File: src/rtl/multicycle_control_unit_pkg.sv
// Shared types and encodings for the multi-cycle RV32I control unit:
// FSM states, opcodes and the 4-bit ALUControl code space.
package multicycle_control_unit_pkg;

  typedef enum logic [3:0] {
    StFetch    = 4'd0,
    StDecode   = 4'd1,
    StMemAdr   = 4'd2,
    StMemRead  = 4'd3,
    StMemWb    = 4'd4,
    StMemWrite = 4'd5,
    StExecR    = 4'd6,
    StExecI    = 4'd7,
    StAluWb    = 4'd8,
    StBeq      = 4'd9,
    StJal      = 4'd10,
    StTrap     = 4'd11
  } state_e;

  localparam logic [6:0] OpLoad   = 7'b0000011;
  localparam logic [6:0] OpStore  = 7'b0100011;
  localparam logic [6:0] OpRType  = 7'b0110011;
  localparam logic [6:0] OpIType  = 7'b0010011;
  localparam logic [6:0] OpBranch = 7'b1100011;
  localparam logic [6:0] OpJal    = 7'b1101111;

  localparam logic [6:0] F7Base = 7'b0000000;
  localparam logic [6:0] F7Alt  = 7'b0100000;

  localparam logic [3:0] AluAdd  = 4'b0000;
  localparam logic [3:0] AluSub  = 4'b0001;
  localparam logic [3:0] AluAnd  = 4'b0010;
  localparam logic [3:0] AluOr   = 4'b0011;
  localparam logic [3:0] AluSlt  = 4'b0101;
  localparam logic [3:0] AluXor  = 4'b0110;
  localparam logic [3:0] AluSll  = 4'b0111;
  localparam logic [3:0] AluSrl  = 4'b1000;
  localparam logic [3:0] AluSra  = 4'b1001;
  localparam logic [3:0] AluSltu = 4'b1010;

  // Codes beyond slt only exist on the 4-bit ALU.
  function automatic logic is_ext_op(logic [3:0] code);
    return code > AluSlt;
  endfunction

endpackage

File: src/rtl/alu_decoder_param.sv
// Combinational ALUControl decode for R/I-type instructions, flagging
// encodings the configured ALU cannot execute.
module alu_decoder_param
  import multicycle_control_unit_pkg::*;
#(
  parameter int unsigned ALU_CTRL_W = 3
) (
  input  logic                  is_rtype_i,
  input  logic [2:0]            func3_i,
  input  logic [6:0]            func7_i,
  output logic [ALU_CTRL_W-1:0] alu_ctrl_o,
  output logic                  illegal_o
);

  logic [3:0] code;
  logic       f7_base;
  logic       f7_alt;
  logic       bad;

  assign f7_base = (func7_i == F7Base);
  assign f7_alt  = (func7_i == F7Alt);

  always_comb begin
    code = AluAdd;
    bad  = 1'b0;
    case (func3_i)
      3'b000: code = (is_rtype_i && f7_alt) ? AluSub : AluAdd;
      3'b001: begin
        code = AluSll;
        bad  = !f7_base;
      end
      3'b010: begin
        code = AluSlt;
        bad  = is_rtype_i && f7_alt;
      end
      3'b011: begin
        code = AluSltu;
        bad  = is_rtype_i && f7_alt;
      end
      3'b100: begin
        code = AluXor;
        bad  = is_rtype_i && f7_alt;
      end
      3'b101: begin
        code = f7_alt ? AluSra : AluSrl;
        bad  = !(f7_base || f7_alt);
      end
      3'b110: begin
        code = AluOr;
        bad  = is_rtype_i && f7_alt;
      end
      3'b111: begin
        code = AluAnd;
        bad  = is_rtype_i && f7_alt;
      end
      default: ;
    endcase
    // On R-type func7 is an opcode extension; on I-type it is immediate bits.
    if (is_rtype_i && !(f7_base || f7_alt)) bad = 1'b1;
    if (ALU_CTRL_W < 4 && is_ext_op(code)) bad = 1'b1;
  end

  assign alu_ctrl_o = code[ALU_CTRL_W-1:0];
  assign illegal_o  = bad;

endmodule

File: src/rtl/multicycle_control_unit.sv
// Multi-cycle RV32I control FSM: sequences fetch/decode/execute/memory/writeback,
// stalls on mem_ready and traps unsupported encodings.
module multicycle_control_unit
  import multicycle_control_unit_pkg::*;
#(
  parameter int unsigned ALU_CTRL_W = 3,
  parameter bit          MEM_WAIT   = 1'b1,
  parameter bit          TRAP_EN    = 1'b1
) (
  input  logic                  clk,
  input  logic                  rst,
  input  logic [6:0]            op,
  input  logic [2:0]            func3,
  input  logic [6:0]            func7,
  input  logic                  zero,
  input  logic                  mem_ready,
  output logic                  PCWrite,
  output logic                  AdrSrc,
  output logic                  MemWrite,
  output logic                  IRWrite,
  output logic [1:0]            ResultSrc,
  output logic [1:0]            ALUSrcA,
  output logic [1:0]            ALUSrcB,
  output logic [1:0]            ImmSrc,
  output logic                  RegWrite,
  output logic [ALU_CTRL_W-1:0] ALUControl,
  output logic                  illegal_instr
);

  localparam logic [ALU_CTRL_W-1:0] AluAddW = AluAdd[ALU_CTRL_W-1:0];
  localparam logic [ALU_CTRL_W-1:0] AluSubW = AluSub[ALU_CTRL_W-1:0];
  localparam state_e StIllegal = TRAP_EN ? StTrap : StFetch;

  state_e                  state_q, state_d;
  logic                    ready;
  logic                    is_rtype;
  logic [ALU_CTRL_W-1:0]   dec_alu;
  logic                    dec_illegal;
  logic                    beq_legal;
  logic                    beq_take;

  assign ready     = MEM_WAIT ? mem_ready : 1'b1;
  assign is_rtype  = (op == OpRType);
  assign beq_legal = (func3 == 3'b000) || (func3 == 3'b001);
  assign beq_take  = beq_legal && (func3[0] ? !zero : zero);

  alu_decoder_param #(
    .ALU_CTRL_W(ALU_CTRL_W)
  ) u_alu_dec (
    .is_rtype_i(is_rtype),
    .func3_i   (func3),
    .func7_i   (func7),
    .alu_ctrl_o(dec_alu),
    .illegal_o (dec_illegal)
  );

  always_ff @(posedge clk or negedge rst) begin
    if (!rst) begin
      state_q <= StFetch;
    end else begin
      state_q <= state_d;
    end
  end

  always_comb begin
    state_d = state_q;
    case (state_q)
      StFetch:    if (ready) state_d = StDecode;
      StDecode: begin
        case (op)
          OpLoad, OpStore: state_d = StMemAdr;
          OpRType:         state_d = dec_illegal ? StIllegal : StExecR;
          OpIType:         state_d = dec_illegal ? StIllegal : StExecI;
          OpBranch:        state_d = StBeq;
          OpJal:           state_d = StJal;
          default:         state_d = StIllegal;
        endcase
      end
      StMemAdr:   state_d = (op == OpStore) ? StMemWrite : StMemRead;
      StMemRead:  if (ready) state_d = StMemWb;
      StMemWb:    state_d = StFetch;
      StMemWrite: if (ready) state_d = StFetch;
      StExecR,
      StExecI:    state_d = StAluWb;
      StAluWb:    state_d = StFetch;
      StBeq:      state_d = beq_legal ? StFetch : StIllegal;
      StJal:      state_d = StAluWb;
      StTrap:     state_d = StTrap;
      default:    state_d = StFetch;
    endcase
  end

  // Reset gates every output asynchronously so an abandoned access cannot strobe.
  always_comb begin
    PCWrite       = 1'b0;
    AdrSrc        = 1'b0;
    MemWrite      = 1'b0;
    IRWrite       = 1'b0;
    ResultSrc     = 2'b00;
    ALUSrcA       = 2'b00;
    ALUSrcB       = 2'b00;
    ImmSrc        = 2'b00;
    RegWrite      = 1'b0;
    ALUControl    = AluAddW;
    illegal_instr = 1'b0;
    if (rst) begin
      case (state_q)
        StFetch: begin
          IRWrite   = ready;
          PCWrite   = ready;
          ALUSrcB   = 2'b10;
          ResultSrc = 2'b10;
        end
        StDecode: begin
          ALUSrcA = 2'b01;
          ALUSrcB = 2'b01;
          ImmSrc  = 2'b10;
        end
        StMemAdr: begin
          ALUSrcA = 2'b10;
          ALUSrcB = 2'b01;
          ImmSrc  = (op == OpStore) ? 2'b01 : 2'b00;
        end
        StMemRead:  AdrSrc = 1'b1;
        StMemWb: begin
          ResultSrc = 2'b01;
          RegWrite  = 1'b1;
        end
        StMemWrite: begin
          AdrSrc   = 1'b1;
          MemWrite = 1'b1;
        end
        StExecR: begin
          ALUSrcA    = 2'b10;
          ALUControl = dec_alu;
        end
        StExecI: begin
          ALUSrcA    = 2'b10;
          ALUSrcB    = 2'b01;
          ALUControl = dec_alu;
        end
        StAluWb:    RegWrite = 1'b1;
        StBeq: begin
          ALUSrcA    = 2'b10;
          ALUControl = AluSubW;
          PCWrite    = beq_take;
        end
        StJal: begin
          ALUSrcA = 2'b01;
          ALUSrcB = 2'b10;
          PCWrite = 1'b1;
        end
        StTrap:     illegal_instr = 1'b1;
        default: ;
      endcase
    end
  end

endmodule

File: config.mk
export PLATFORM = sky130hd
export DESIGN_NAME = multicycle_control_unit
export DESIGN_NICKNAME = d
export VERILOG_FILES = /design/src/rtl/multicycle_control_unit_pkg.sv /design/src/rtl/alu_decoder_param.sv /design/src/rtl/multicycle_control_unit.sv
export SDC_FILE = /design/constraint.sdc
export NUM_CORES = 1
export LEC_CHECK = 0
export ABC_AREA = 0
export BUFFER_PORTS_ARGS = -buffer_cell sky130_fd_sc_hd__buf_2
export CAP_MARGIN = 20
export CELL_PAD_IN_SITES_DETAIL_PLACEMENT = 1
export CELL_PAD_IN_SITES_GLOBAL_PLACEMENT = 1
export CORE_MARGIN = 2
export CORE_UTILIZATION = 27
export DETAILED_ROUTE_END_ITERATION = 10
export PLACE_DENSITY = 0.81
export SKIP_LAST_GASP = 1
export SLEW_MARGIN = 15
export SYNTH_ARGS = -nofsm -noshare
export SYNTH_HDL_FRONTEND = slang
export SYNTH_SLANG_ARGS = --single-unit
File: constraint.sdc
create_clock -name clk -period 1.2 [get_ports clk]
set_input_delay 0.24 -clock clk [delete_from_list [all_inputs] [get_ports clk]]
set_output_delay 0.24 -clock clk [all_outputs]
set_load 0.05 [all_outputs]
==> impl_metrics.json <==
{
  "dominantRegCellSynth": "dfrtp_1",
  "ys_async_rst_share": 1.00,
  "synth_top_family_by_area": "simple AND/OR/NAND/NOR gates",
  "p_leak_nw": 0.814,
  "grtUsageTotal": 0.270,
  "fraction_of_layout_instances_using_a_drive_strength_above_1": 0.763,
  "synth.yosys.seq_area_share": 0.132,
  "worst_ep_arrival_time_ps": 1610,
  "endpoint_of_the_lowest_slack_register_to_register_path": "state_q[0]",
  "whs_ps": 57.3,
  "fin_nets": 213,
  "netlist.area_leader.share": 0.132,
  "overflow": 0,
  "vias": 1227,
  "dp_slack_ps": -591,
  "drc_errors": 0,
  "final_min_period_over_clock_period": 1.54,
  "outcome": "finished with violations",
  "stdcell_count": 222,
  "h-tree-depth": 1,
  "detail_route.first_pass.iterations": 4,
  "critical_path_peak_fanout": 4,
  "grt_max_degree": 8,
  "netlist_area_um2": 759,
  "rsz0062_at_grt": "true",
  "power_total_mw": 4.10,
  "worst_pin_slew_ps": 405,
  "core_area_mm2": 0.00271,
  "r2r_slack_ps": -420,
  "synth_most_common_cell": "nor2_1",
  "yosys-mux-area-fraction": 0,
  "cts_hold_buffers": 0,
  "ff2ff_path_depth": 8,
  "die_h_um": 57.0,
  "clock_sinks": 4,
  "cap_viol_max_count": 0,
  "startpoint_type": "register",
  "area_fraction_in_compound_gates_after_synthesis": 0.255,
  "top_regs": "state_q x4",
  "violations_in_the_final_reports": "negative setup slack",
  "num-fill-cells": 299,
  "fin_crit_period_ps": 1850,
  "drt_iter0_markers": 19,
  "largest_reg_flops": 4,
  "crit_type": "register to primary output",
  "syn_inst": 104,
  "ys_seq_elements": 4,
  "die_width_um": 57.0,
  "synth_top_area_cell": "dfrtp_1",
  "i_o_pin_cnt": 38,
  "floorplan.rows": 19,
  "end_kind": "primary output",
  "setup.worst_path.start": "state_q[0]",
  "clock_tree_from_tritoncts": "built",
  "synthesis.yosys.warnings": 0,
  "areaGrowthSynthToFinish_pct": 144,
  "vias_per_cell": 5.53,
  "setup_viol": 21,
  "max-vdd-ir-drop_mv": 1.84,
  "slew_headroom": 0.728,
  "syn_avg_cell_area_um2": 7.30,
  "synthSimpleGateAreaFrac": 0.442,
  "skew_ps": 0.969,
  "crit_required_ps": 960,
  "fmax_mhz": 542,
  "yosys-top-cells-area": "dfrtp_1 (13%), nor2_1 (5.4%), o21ai_0 (5.3%)",
  "drt_wl_total_um": 4900,
  "route.detailed.wl_per_inst_um": 22.1,
  "path_clk_slew_ps": 40,
  "power_density_mw_per_mm2": 2210,
  "die_area_mm2": 0.00325,
  "clk_root_buffer_cell": "clkbuf_4",
  "syn_nets": 125,
  "gpl.final_weighted_congestion": 0.862,
  "clk_path_buf_depth": 2,
  "final_max_slew_viol_count": 0,
  "dp.cells": 207,
  "cts_inserted_buffers": 3,
  "floorplan.initialDensity": 0.280,
  "synth_edf_count": 0,
  "max_flop_register": "state_q",
  "layout_setup_ws_ps": -646,
  "hold_violations": 0,
  "reg2reg_from": "state_q[1]",
  "yosys.area_share.xor_xnor": 0.0577,
  "synth_common_cells": "nor2_1 (11), nand2_1 (10), o21ai_0 (8)",
  "port-buffer-count": 37,
  "synth_cell_types": 39,
  "grt_pass1_wl_um": 6760,
  "post_synth_adder_cell_area": 0,
  "via_count_of_the_first_global_routing_pass": 1362,
  "dpl.hpwl_um": 2710,
  "detail-route-antenna-nets": 0,
  "worst_hold_path_type": "primary input to asynchronous set/reset pin",
  "timing.critical_path.to": "ResultSrc[1]",
  "antenna_violations_before_repair": 1,
  "worstSkewPairLatency_ps": 230
}
power by group:
| part | switching, mW | leakage (nW) | internal, mW |
|---|---|---|---|
| Clock | 0.0578 | 0.0138 | 0.112 |
| Sequential | 0.115 | 0.0458 | 0.208 |
| Combinational | 1.89 | 0.755 | 1.72 |
| Total | 2.06 | 0.814 | 2.04 |
critical path, stage by stage (launching register included):
cell     delay, ps
dfrtp_1        430
buf_6          160
nor2_4          90
nand2_2         90
buf_4          150
buf_6          120
nor3_4         150
buf_6          190
cells in the final DEF, fill, tap and decap left out, types with 3 or more instances in the layout:
cell type   n
buf_2      21
nor2_4      7
o21ai_0     4
nand2_1     6
inv_1       3
buf_6      19
buf_4      40
and3_4      5
nor2b_4     4
nor2_1      4
nand2_2     4
buf_8       9
dfrtp_2     3
o21ai_2     3
clkbuf_4    3
per-stage QoR:
| step | area (um^2) | util | setup TNS, ps |
|---|---|---|---|
| after detailed placement | 1400 | 0.515 | -7620 |
| after CTS | 1740 | 0.643 | -8950 |
| final | 1850 | 0.684 | -10380 |
| after floorplan | 946 | - | -4960 |
| after global routing | 1850 | 0.684 | -11380 |
| after global placement | 1400 | 0.515 | -6460 |
kinds of logic after synthesis:
family | Yosys count
AO/OA/AOI/OAI | 26
XOR/XNOR | 5
buffers and inverters | 11
flip-flops | 4
AND/OR/NAND/NOR | 58
worst min path at each step:
stage,startpoint,end,slack [ps],depth (start not counted)
2_1_floorplan,rst,state_q[0],-60,0
4_1_cts,rst,state_q[1],50,2
3_5_place_dp,rst,state_q[1],260,2
5_1_grt,rst,state_q[1],60,2
6_report,rst,state_q[1],60,2
3_3_place_gp,rst,state_q[1],250,2
layout make-up:
cell class              instances  area (um^2)  area share
multi-input cells              89          895       0.482
repair buffers                 90          774       0.418
flip-flops and latches          4          104      0.0560
well taps                      31         38.8      0.0209
clock buffers                   3         22.5      0.0121
inverters                       4         17.5     0.00945
diodes                          1         2.50     0.00135
metal layers:
metal / GRT usage / share of wire / vias to the layer above
met3: 0.0317 / 0.042 / 19
met4: 0.116 / 0.044 / 0
met5: 0 / 0 / -
met1: 0.288 / 0.39 / 599
li1: - / - / 555
met2: 0.524 / 0.53 / 54
what timing repair did:
item	CTS	global route
resized for setup	75	19
setup endpoints to repair	21	21
pin swaps	11	7
buffers inserted	6	5
Note: power is estimated with default switching activity, not from simulation.
